===== config.mk =====
export PLATFORM = sky130hd
export DESIGN_NAME = ps2_cmd_decoder
export DESIGN_NICKNAME = d
export VERILOG_FILES = /design/src/rtl/sudoku_pkg.sv /design/src/rtl/ps2_rx.sv /design/src/rtl/ps2_cmd_decoder.sv
export SDC_FILE = /design/constraint.sdc
export NUM_CORES = 1
export LEC_CHECK = 0
export ABC_AREA = 1
export CAP_MARGIN = 20
export CELL_PAD_IN_SITES_DETAIL_PLACEMENT = 0
export CELL_PAD_IN_SITES_GLOBAL_PLACEMENT = 1
export CORE_MARGIN = 2
export CORE_UTILIZATION = 38
export DETAILED_ROUTE_END_ITERATION = 7
export PLACE_DENSITY = 0.72
export REMOVE_ABC_BUFFERS = 1
export SKIP_LAST_GASP = 1
export SLEW_MARGIN = 30
export SYNTH_ARGS = -nofsm -noshare
export SYNTH_HDL_FRONTEND = slang
export SYNTH_SLANG_ARGS = --single-unit

===== constraint.sdc =====
create_clock -name clk -period 1.5 [get_ports clk]
set_input_delay 0.225 -clock clk [delete_from_list [all_inputs] [get_ports clk]]
set_output_delay 0.225 -clock clk [all_outputs]
set_load 0.01 [all_outputs]

===== src/rtl/sudoku_pkg.sv =====
// Scancode constants and receiver state type shared by the PS/2 command front end.
package sudoku_pkg;

    localparam logic [7:0] SC_EXT   = 8'hE0;
    localparam logic [7:0] SC_BRK   = 8'hF0;
    localparam logic [7:0] SC_UP    = 8'h75;
    localparam logic [7:0] SC_DOWN  = 8'h72;
    localparam logic [7:0] SC_LEFT  = 8'h6B;
    localparam logic [7:0] SC_RIGHT = 8'h74;
    localparam logic [7:0] SC_ENTER = 8'h5A;

    localparam logic [7:0] SC_ROW_1 = 8'h16;
    localparam logic [7:0] SC_ROW_2 = 8'h1E;
    localparam logic [7:0] SC_ROW_3 = 8'h26;
    localparam logic [7:0] SC_ROW_4 = 8'h25;
    localparam logic [7:0] SC_ROW_5 = 8'h2E;
    localparam logic [7:0] SC_ROW_6 = 8'h36;
    localparam logic [7:0] SC_ROW_7 = 8'h3D;
    localparam logic [7:0] SC_ROW_8 = 8'h3E;
    localparam logic [7:0] SC_ROW_9 = 8'h46;

    localparam logic [7:0] SC_KP_1 = 8'h69;
    localparam logic [7:0] SC_KP_2 = 8'h72;
    localparam logic [7:0] SC_KP_3 = 8'h7A;
    localparam logic [7:0] SC_KP_4 = 8'h6B;
    localparam logic [7:0] SC_KP_5 = 8'h73;
    localparam logic [7:0] SC_KP_6 = 8'h74;
    localparam logic [7:0] SC_KP_7 = 8'h6C;
    localparam logic [7:0] SC_KP_8 = 8'h75;
    localparam logic [7:0] SC_KP_9 = 8'h7D;

    typedef enum logic [1:0] {
        RX_IDLE,
        RX_DATA,
        RX_PARITY,
        RX_STOP
    } rx_state_t;

    // Non-extended digit lookup; 0 means the code is not a digit key.
    function automatic logic [3:0] scan_digit(input logic [7:0] code);
        logic [3:0] d;
        d = 4'd0;
        case (code)
            SC_ROW_1, SC_KP_1: d = 4'd1;
            SC_ROW_2, SC_KP_2: d = 4'd2;
            SC_ROW_3, SC_KP_3: d = 4'd3;
            SC_ROW_4, SC_KP_4: d = 4'd4;
            SC_ROW_5, SC_KP_5: d = 4'd5;
            SC_ROW_6, SC_KP_6: d = 4'd6;
            SC_ROW_7, SC_KP_7: d = 4'd7;
            SC_ROW_8, SC_KP_8: d = 4'd8;
            SC_ROW_9, SC_KP_9: d = 4'd9;
            default:           d = 4'd0;
        endcase
        return d;
    endfunction

endpackage


===== src/rtl/ps2_rx.sv =====
// PS/2 frame receiver: pin synchronizers, clock glitch filter, 11-bit frame FSM
// with odd-parity check and inactivity timeout.
module ps2_rx
    import sudoku_pkg::*;
#(
    parameter int unsigned FILTER_LEN     = 8,
    parameter int unsigned TIMEOUT_CYCLES = 20000
) (
    input  logic       clk,
    input  logic       reset,
    input  logic       ps2_clk,
    input  logic       ps2_data,
    output logic       byte_valid,
    output logic [7:0] byte_data,
    output logic       rx_error
);

    localparam int unsigned FW = $clog2(FILTER_LEN + 1);
    localparam int unsigned TW = $clog2(TIMEOUT_CYCLES + 1);
    localparam logic [FW-1:0] FILT_LAST = FW'(FILTER_LEN - 1);
    localparam logic [TW-1:0] TO_LAST   = TW'(TIMEOUT_CYCLES - 1);

    logic [1:0]    clk_sync;
    logic [1:0]    data_sync;
    logic          clk_s;
    logic          data_s;
    logic [FW-1:0] filt_cnt;
    logic          clk_filt;
    logic          clk_filt_q;
    logic          fe;

    rx_state_t     state;
    rx_state_t     state_d;
    logic [2:0]    bit_cnt;
    logic [7:0]    shift;
    logic          parity_bit;
    logic [TW-1:0] tcnt;
    logic          timeout;
    logic          byte_valid_d;
    logic          rx_error_d;

    assign clk_s  = clk_sync[1];
    assign data_s = data_sync[1];
    assign fe     = clk_filt_q & ~clk_filt;

    always_ff @(posedge clk) begin
        if (reset) begin
            clk_sync  <= '1;
            data_sync <= '1;
        end else begin
            clk_sync  <= {clk_sync[0], ps2_clk};
            data_sync <= {data_sync[0], ps2_data};
        end
    end

    // The filtered level only moves after FILTER_LEN straight samples that disagree with it.
    always_ff @(posedge clk) begin
        if (reset) begin
            filt_cnt   <= '0;
            clk_filt   <= 1'b1;
            clk_filt_q <= 1'b1;
        end else begin
            clk_filt_q <= clk_filt;
            if (clk_s == clk_filt) begin
                filt_cnt <= '0;
            end else if (filt_cnt == FILT_LAST) begin
                clk_filt <= clk_s;
                filt_cnt <= '0;
            end else begin
                filt_cnt <= filt_cnt + FW'(1);
            end
        end
    end

    assign timeout = (state != RX_IDLE) && (tcnt == TO_LAST);

    always_comb begin
        state_d      = state;
        byte_valid_d = 1'b0;
        rx_error_d   = 1'b0;
        if (fe) begin
            case (state)
                RX_IDLE:   if (!data_s) state_d = RX_DATA;
                RX_DATA:   if (bit_cnt == 3'd7) state_d = RX_PARITY;
                RX_PARITY: state_d = RX_STOP;
                RX_STOP: begin
                    state_d = RX_IDLE;
                    if (data_s && (^{shift, parity_bit}))
                        byte_valid_d = 1'b1;
                    else
                        rx_error_d = 1'b1;
                end
                default:   state_d = RX_IDLE;
            endcase
        end else if (timeout) begin
            state_d    = RX_IDLE;
            rx_error_d = 1'b1;
        end
    end

    always_ff @(posedge clk) begin
        if (reset) begin
            state      <= RX_IDLE;
            bit_cnt    <= '0;
            shift      <= '0;
            parity_bit <= 1'b0;
            tcnt       <= '0;
            byte_valid <= 1'b0;
            byte_data  <= '0;
            rx_error   <= 1'b0;
        end else begin
            state      <= state_d;
            byte_valid <= byte_valid_d;
            rx_error   <= rx_error_d;
            if (byte_valid_d)
                byte_data <= shift;
            // tcnt holds the number of cycles elapsed since the most recent falling edge.
            if (fe)
                tcnt <= TW'(1);
            else if (state != RX_IDLE)
                tcnt <= tcnt + TW'(1);
            else
                tcnt <= '0;
            if (fe) begin
                case (state)
                    RX_IDLE: bit_cnt <= '0;
                    RX_DATA: begin
                        shift   <= {data_s, shift[7:1]};
                        bit_cnt <= bit_cnt + 3'd1;
                    end
                    RX_PARITY: parity_bit <= data_s;
                    default: ;
                endcase
            end
        end
    end

endmodule


===== src/rtl/ps2_cmd_decoder.sv =====
// Set-2 scancode decoder turning PS/2 key makes into one-cycle game commands.
module ps2_cmd_decoder
    import sudoku_pkg::*;
#(
    parameter int unsigned FILTER_LEN     = 8,
    parameter int unsigned TIMEOUT_CYCLES = 20000
) (
    input  logic       clk,
    input  logic       reset,
    input  logic       ps2_clk,
    input  logic       ps2_data,
    output logic [3:0] cmd_number,
    output logic       cmd_up,
    output logic       cmd_down,
    output logic       cmd_left,
    output logic       cmd_right,
    output logic       cmd_enter,
    output logic       cmd_valid,
    output logic       rx_error
);

    logic       byte_valid;
    logic [7:0] byte_data;
    logic       ext;
    logic       brk;
    logic       is_prefix;
    logic [3:0] num_d;
    logic       up_d;
    logic       down_d;
    logic       left_d;
    logic       right_d;
    logic       enter_d;
    logic       valid_d;

    ps2_rx #(
        .FILTER_LEN     (FILTER_LEN),
        .TIMEOUT_CYCLES (TIMEOUT_CYCLES)
    ) u_rx (
        .clk        (clk),
        .reset      (reset),
        .ps2_clk    (ps2_clk),
        .ps2_data   (ps2_data),
        .byte_valid (byte_valid),
        .byte_data  (byte_data),
        .rx_error   (rx_error)
    );

    assign is_prefix = (byte_data == SC_EXT) || (byte_data == SC_BRK);

    always_comb begin
        num_d   = '0;
        up_d    = 1'b0;
        down_d  = 1'b0;
        left_d  = 1'b0;
        right_d = 1'b0;
        enter_d = 1'b0;
        if (byte_valid && !is_prefix && !brk) begin
            if (ext) begin
                case (byte_data)
                    SC_UP:    up_d    = 1'b1;
                    SC_DOWN:  down_d  = 1'b1;
                    SC_LEFT:  left_d  = 1'b1;
                    SC_RIGHT: right_d = 1'b1;
                    SC_ENTER: enter_d = 1'b1;
                    default: ;
                endcase
            end else if (byte_data == SC_ENTER) begin
                enter_d = 1'b1;
            end else begin
                num_d = scan_digit(byte_data);
            end
        end
        valid_d = up_d | down_d | left_d | right_d | enter_d | (num_d != 4'd0);
    end

    always_ff @(posedge clk) begin
        if (reset) begin
            ext <= 1'b0;
            brk <= 1'b0;
        end else if (byte_valid) begin
            if (byte_data == SC_EXT) begin
                ext <= 1'b1;
            end else if (byte_data == SC_BRK) begin
                brk <= 1'b1;
            end else begin
                ext <= 1'b0;
                brk <= 1'b0;
            end
        end
    end

    always_ff @(posedge clk) begin
        if (reset) begin
            cmd_number <= '0;
            cmd_up     <= 1'b0;
            cmd_down   <= 1'b0;
            cmd_left   <= 1'b0;
            cmd_right  <= 1'b0;
            cmd_enter  <= 1'b0;
            cmd_valid  <= 1'b0;
        end else begin
            cmd_number <= num_d;
            cmd_up     <= up_d;
            cmd_down   <= down_d;
            cmd_left   <= left_d;
            cmd_right  <= right_d;
            cmd_enter  <= enter_d;
            cmd_valid  <= valid_d;
        end
    end

endmodule


======== Word level (Yosys, flattened, before mapping) ========
Index checks and enable logic that the tools add are counted.
operators by class
  add/sub/neg operators ................... 3
  $mul .................................... 0
  divide/modulo/power cells ............... 0
  $lt $le $gt $ge ......................... 0
  eq/ne operators ......................... 31
  shift operators ......................... 0
  mux-type cells .......................... 36
  bitwise gates (word level) .............. 10
  reductions and logical operators ........ 31
operators with widths
  cell                                           count
  == test 8 x 7 -> 1 bit, second input constant  11
  == test 8 x 6 -> 1 bit, second input constant  6
  case mux 4 bit (9 select lines)                1
  two-way mux 1 bit                              26
  OR reduction 2 bit                             9
  == test 8 x 5 -> 1 bit, second input constant  2
  == test 8 bit, second input constant           2
  adder 15 x 1 -> 15 bit, second input constant  1
  == test 15 bit, second input constant          1
  two-way mux 4 bit                              3
  AND reduction 2 bit                            6
  parity 9 bit                                   1
  two-way mux 2 bit                              4
  case mux 2 bit (4 select lines)                1
  inequality test 3 bit, second input constant   2
  case mux 3 bit (2 select lines)                1
  nonzero test 2 bit                             3
  OR reduction 3 bit                             2
  bitwise OR 1 bit                               5
  adder 4 x 1 -> 4 bit, second input constant    1
  == test 2 bit, second input constant           2
  == test 4 x 3 -> 1 bit, second input constant  1
  logical AND 1 bit                              4
  inverter 1 bit                                 4
  other kinds (11)                               12
word-level totals
  flip-flop bits (word level) ............. 61
  bits in latches ......................... 0
  RAM bits ................................ 0
  memory bits (read-only) ................. 0
  bits of input ports ..................... 4
  output and inout bits ................... 11
  logic and storage cells ................. 134
  memories kept ........................... 0

======== Longest topological paths before layout ========
Gate-level depths: netlist of run 1.
  depth after elaboration ................. 11
  gate-level depth with buffers ........... 11
  gate-level depth less buffers ........... 11

======== Modules after synthesis ========
Synthesis of run 1 repeated with hierarchy kept, for this count alone.
unflattened totals
  cells, all modules ...................... 455
  area, all modules ....................... 3141.8 sq um
by module, submodules not included
  module           instances  cells each  area each (sq um)  sequential area each (sq um)
  ps2_rx           1          317         2338.5             980.9
  ps2_cmd_decoder  1          138         803.3              240.2

======== Least setup slack after synthesis of run 1 ========
No wires, ideal clock.
  kind .................................... reg2reg
  start point ............................. register u_rx.state[0]
  end point ............................... register u_rx.state[1]
  setup time .............................. 119 ps
  arrival ................................. 1331 ps
  data required time ...................... 1381 ps
  path slack .............................. 49 ps
  cell stages (with the launch flop) ...... 11
  buffers on the path ..................... 0
  period minus slack after synthesis ...... 1451 ps
  cells stage by stage .................... dfxtp_1 -> inv_1 -> ha_1 -> inv_1 -> nand3_1 -> nor3_1 -> nand3_1 -> nand2_1 -> nand2_1 -> o21ai_0 -> a21oi_1
on the way
  word-level cells in the longest chain between the ends .. 4
  elaborated cells between the ends (all ways) .. 12
  those cells by class .................... eq/ne (5); mux (2); reduce/logical (5)
ends and longest elaborated chain
  element                                                                  RTL line       source
  from (decl)                                                              ps2_rx.sv:32   rx_state_t state;
  from (signal assigned)                                                   ps2_rx.sv:112  state <= state_d;
  branches (longest 4 deep; another with case mux 2 bit (4 select lines))  n/a
Parallel ways; which one is timed is not known.
A chain may end at the register's enable or synchronous reset.

======== Final worst setup path of run 1 ========
  start point ............................. register u_rx.state[0]
  end point ............................... register u_rx.tcnt[4]
on the way
  word-level cells in the longest chain between the ends .. 3
ends and longest elaborated chain
  element                              RTL line       source
  nonzero test 2 bit                   ps2_rx.sv:120  else if (state != RX_IDLE)
  inverter 1 bit (no source line)      n/a
  OR reduction 3 bit (no source line)  n/a
  to (signal assigned)                 ps2_rx.sv:121  tcnt <= tcnt + TW'(1);
  to (decl)                            ps2_rx.sv:37   logic [TW-1:0] tcnt;
Every way passes these cells.

==> results of run 1 <==
where the power goes:
group	total, mW	switching, mW	internal [mW]	leakage [nW]
logic	0.0497	0.0293	0.0204	1.02
registers	1.62	0.00366	1.61	0.505
clock network	1.50	0.709	0.786	0.100
path summary, 6_finish.rpt:
path,slack [ns],endpoint,cells after the start,start
hold reg to reg,0.41,u_rx.clk_sync[1],1,u_rx.clk_sync[0]
hold / removal,0.41,u_rx.clk_sync[1],1,u_rx.clk_sync[0]
setup / recovery,0.04,u_rx.tcnt[4],9,u_rx.state[0]
setup reg to reg,0.04,u_rx.tcnt[4],9,u_rx.state[0]
state kept, by name, summed over array words and instances, names as in the netlist, 2 cells and up:
name,count
u_rx.shift,8
u_rx.bit_cnt,3
u_rx.data_sync,2
cmd_number,4
u_rx.filt_cnt,4
u_rx.byte_data,8
u_rx.tcnt,15
u_rx.state,2
u_rx.clk_sync,2
per-layer routing:
metal,global-route usage [%],up-vias,routed length (um)
li1,-,1466,-
met1,20.16,1215,3115
met2,28.25,34,3062
met3,4.191,10,212
met4,5.721,0,88
met5,0,-,0
stage by stage:
step           cells  power (mW)  worst slack [ns]  instance area [sq um]  hold slack, ns
2_1_floorplan    418       1.686           0.04886                   2928          0.2941
3_3_place_gp     571       1.715          -0.01522                   3486          0.3955
3_5_place_dp     571       1.715          -0.05444                   3486          0.3966
4_1_cts          588       3.219          0.001144                   3716          0.4167
5_1_grt          591       3.298           -0.1171                   3920          0.4272
6_report         591       3.163           0.04184                   3920          0.4145
critical path, cell delays in order, from the launching register on:
cell and delay [ns]:
dfxtp_2 0.33, inv_1 0.05, ha_2 0.20, inv_2 0.06, buf_4 0.09, nand2_1 0.07
nor2_2 0.18, inv_2 0.11, a21oi_1 0.16, o21a_1 0.15
placed cells by master (no fill, tap or decap), drive strengths merged, types with 3 or more instances in the layout:
cell           Yosys  final
clkdlybuf4s50      0     14
nand3             16     16
or2                6      6
xnor2              5      5
xor2               5      5
dfxtp             61     61
o21ai             26     26
nor3              10     10
a21oi             28     28
clkinv             1      3
nor4               3      3
ha                 8      8
nor2              79     79
inv               47     49
nand4              9      9
buf                2     41
nand2            106    106
clkbuf             4      9
final cells by class:
type	count	area [sq um]
well taps	102	127.6
clock inverters	7	81.33
multi-input cells	309	1675
clock buffers	9	123.9
flip-flops and latches	61	1260
repair buffers	55	467.9
inverters	48	183.9
fillers	761	3687
kinds of logic after synthesis:
logic type | share of synthesized area [%]
AND/OR/NAND/NOR | 34.70
AO/OA/AOI/OAI | 10.64
flip-flops | 41.36
buffers and inverters | 6.949
adder cells (fa/ha/maj) | 3.390
XOR/XNOR | 2.966
timing repair:
item,in CTS,in global routing
cloned,0,0
setup buffers,1,3
pin swaps,5,9
resized for setup,11,60
endpoints found under the setup margin,8,28
==> results.yml, run 1 <==
sta:
  tns_ns: 0
  fin_crit_ns: 1.458
  fmax_mhz: 685.8
  fin_crit_sh_pct: 97.21
  setup_viol: 0
  rsz0062_at_grt: "true"
  fin_skew_ns: 0.01195
  worst_pin_slew_ns: 0.3594
  slew_violations: 0
  timing.slew.headroom_pct: 75.79
  hold_viol: 0
drt:
  via_per_inst: 4.611
  drt_iter0_drc: 90
  post_drt_wl_per_cell_um: 10.96
  dr_total_vias: 2725
  first_pass_iters: 4
  ant_nets: 0
  drcViolationCount: 0
  routed_wl_um: 6479
pwr:
  total_leakage_power_nw: 1.629
  power.density_nw_per_um2: 806.9
  peakVddDrop_mv: 0.4982
synth:
  synth_area_leaders: "dfxtp_1 (41%), nand2_1 (13%), nor2_1 (9.5%)"
  yosys.area.top_type: "dfxtp_1"
  synth_top_area_share_pct: 41.36
  async_flop_share_pct: 0
  syn_avg_cell_area_sq_um: 6.964
  yosysUniqueCellTypes: 32
  synth_edf_count: 0
  yosys-top-cells-count: "nand2_1 (102), nor2_1 (75), dfxtp_1 (61)"
  synth_cells: 424
  synth_warnings: 0
  synthesis.area_sq_um: 2953
  ys_seq_area_share_pct: 41.36
  synth_ff_type: "dfxtp_1"
  yosys_register_bits: 61
  synth_most_common_cell: "nand2_1"
clocking:
  cts-buffers-inserted: 9
  holdBufCountCts: 0
  clk_pin_slew_ns: 0.08
  cts_buffer_depth: 2
  clkLatencyLatePin_ns: 0.34
  numClockSinks: 61
  clock-root-buffer: "clkbuf_8"
  cts_tree: "done"
  cts_htree_levels: 3
worst_setup_path:
  startpoint_type: "register"
  crit_fanout: 8
  crit_type: "reg -> reg"
  crit_arrival_ns: 1.74
  cp-end-kind: "register"
  required_ns: 1.78
placed_design:
  place_hpwl_um: 4766
  port_buffers: 14
  gp_congestion: 0.7812
outcome:
  status: "completed"
global_route:
  antenna_found_initial: 0
  grt_pass1_vias: 2616
  grt_pass1_wl_um: 11300
  track_usage_pct: 16.53
  grt_max_degree: 22
  overflow: 0
finish:
  synthToLayoutAreaGrowth_pct: 32.75
  diodes: 0
  drive_gt1_share_pct: 27.20
  num-nets-final: 496
  final_util_pct: 51.53
floorplanning:
  start_util_pct: 38.82
  die_height_um: 92.15
  die_x_um: 92.15
  io_pins: 15
  fp.dieArea_sq_um: 8492
  core_area_sq_um: 7607
  rows: 32
job:
  drv_cap: 0
min_path:
  hp-class: "reg -> reg"
(Power assumes the default switching activity.)
==> run 2: changes to the inputs <==
- CORE_MARGIN: 2 -> 5
==> results.yml, run 2 (same netlist as run 1, synthesis figures left out) <==
floorplanning:
  die_height_um: 98.15
  core_area_sq_um: 7647
  io_pins: 15
  start_util_pct: 38.61
  die_x_um: 98.15
  fp.dieArea_sq_um: 9633
  rows: 32
finish:
  layoutNonFillerInstCount: 587
  largest_reg_flops: 15
  reg.largest.list: "u_rx.tcnt: 15 flops, u_rx.byte_data: 8 flops, u_rx.shift: 8 flops"
  final_common_cell: "nand2_1"
  final_cell_mix: "nand2_1 (91), nor2_1 (61), inv_1 (45)"
  synthToLayoutAreaGrowth_pct: 32.25
  diodes: 0
  num-nets-final: 492
  regMostFlops: "u_rx.tcnt"
  drive_gt1_share_pct: 27.84
pwr:
  pwr-share-comb_pct: 1.6
  p_int_mw: 2.456
  power_frac_seq_pct: 50.6
  total_leakage_power_nw: 1.629
  p_sw_mw: 0.7374
  swShare_pct: 23.09
  power.density_nw_per_um2: 817.7
  finalPower_mw: 3.193
  peakVddDrop_mv: 0.5250
  pwr-share-clk_pct: 47.8
drt:
  dr_total_vias: 2706
  via_per_inst: 4.610
  drt_iter0_drc: 65
  post_drt_wl_per_cell_um: 10.92
  first_pass_iters: 4
  drcViolationCount: 0
  ant_nets: 0
  routed_wl_um: 6409
sta:
  setup_viol: 1
  slew_violations: 0
  rsz0062_at_grt: "true"
  whs_ns: 0.4112
  setup_slack_ns: -0.03557
  worst_pin_slew_ns: 0.2613
  tns_ns: -0.03557
  fmax_mhz: 651.2
  fin_crit_ns: 1.536
  fin_skew_ns: 0.007148
  hold_viol: 0
  fin_crit_sh_pct: 102.4
  timing.slew.headroom_pct: 82.56
clocking:
  clk_pin_slew_ns: 0.07
  cts-buffers-inserted: 9
  numClockSinks: 61
  clock-root-buffer: "clkbuf_8"
  holdBufCountCts: 0
  clkLatencyLatePin_ns: 0.34
  cts_tree: "done"
  cts_buffer_depth: 2
  cts_htree_levels: 3
placed_design:
  gp_congestion: 0.8214
  place_hpwl_um: 4729
  dpl_worst_slack_ns: -0.06525
  port_buffers: 14
  place_inst: 567
worst_setup_path:
  crit_slowest_cell: "dfxtp_2"
  required_ns: 1.79
  crit_arrival_ns: 1.82
  crit_fanout: 3
  crit_type: "reg -> reg"
  slowest_delay_ns: 0.36
  startpoint_type: "register"
  cp-end-kind: "register"
  worstPathCellList: "ha_4 > nand2_4 > nor3_4 > nand2_2 > nor3_4 > nand2_2 > or2_1 > a21oi_2"
global_route:
  grt_pass1_vias: 2515
  grt_max_degree: 22
  antenna_found_initial: 0
  overflow: 0
  grt_pass1_wl_um: 10980
  track_usage_pct: 13.89
outcome:
  violations: "setup timing"
  status: "finished with violations"
min_path:
  hp-class: "reg -> reg"
job:
  drv_cap: 0
-- run 2: cell types whose count changed in the layout (fill, tap and decap cells not counted), moves of 2 or more --
cell	previous run	this run
a21oi_2	1	4
nor3_2	3	1
buf_4	38	35
nor2_2	8	15
nor2_1	67	61
a21oi_1	27	24
-- run 2: path summary, 6_finish.rpt --
kind	start	end	slack [ns]	depth (start not counted)
max	u_rx.tcnt[1]	u_rx.tcnt[12]	-0.04	8
max reg2reg	u_rx.tcnt[1]	u_rx.tcnt[12]	-0.04	8
min	u_rx.clk_sync[0]	u_rx.clk_sync[1]	0.41	1
min reg2reg	u_rx.clk_sync[0]	u_rx.clk_sync[1]	0.41	1
-- run 2: power groups by stage --
stage | logic [mW] | registers, mW | clock network (mW)
detailed placement | 0.0509 | 1.67 | 0
CTS | 0.0513 | 1.63 | 1.57
global placement | 0.0507 | 1.67 | 0
finish | 0.0498 | 1.62 | 1.53
global route | 0.0574 | 1.62 | 1.67
floorplan | 0.0202 | 1.67 | 0
-- run 2: cell type report --
cell class / count / area, sq um
fill: 750 / 3742
clock inverter: 6 / 71.32
timing repair buffer: 51 / 434.2
sequential: 61 / 1262
tap: 102 / 127.6
clock buffer: 10 / 137.6
inverter: 48 / 183.9
multi-input combinational: 309 / 1688
-- run 2: critical path: cells and delay by family (launching register included) --
| family | cells | cell delay (ns) |
|---|---|---|
| and+or+nand+nor | 6 | 0.86 |
| DFF | 1 | 0.36 |
| adders and majority gates | 1 | 0.15 |
| AOI/OAI and AO/OA | 1 | 0.10 |
-- run 2: repair_timing --
item | in CTS | in global routing
pin swaps | 4 | 23
resized for setup | 6 | 71
setup endpoints to repair | 6 | 39
hold endpoints to repair | 0 | 0
gates cloned | 0 | 0
buffers inserted | 1 | 3
-- run 2: per-stage QoR --
| stage | area [sq um] | utilization (%) |
|---|---|---|
| global placement | 3456 | 45.19 |
| CTS | 3682 | 48.15 |
| global route | 3905 | 51.06 |
| finish | 3905 | 51.06 |
| detailed placement | 3456 | 45.19 |
| floorplan | 2928 | - |
-- run 2: routing by layer --
metal,GRT usage (%),share of wire (%),up-vias
met5,0,0,-
met1,16.89,48,1210
li1,-,-,1456
met3,4.429,3.4,10
met2,22.93,47,30
met4,5.357,1.6,0
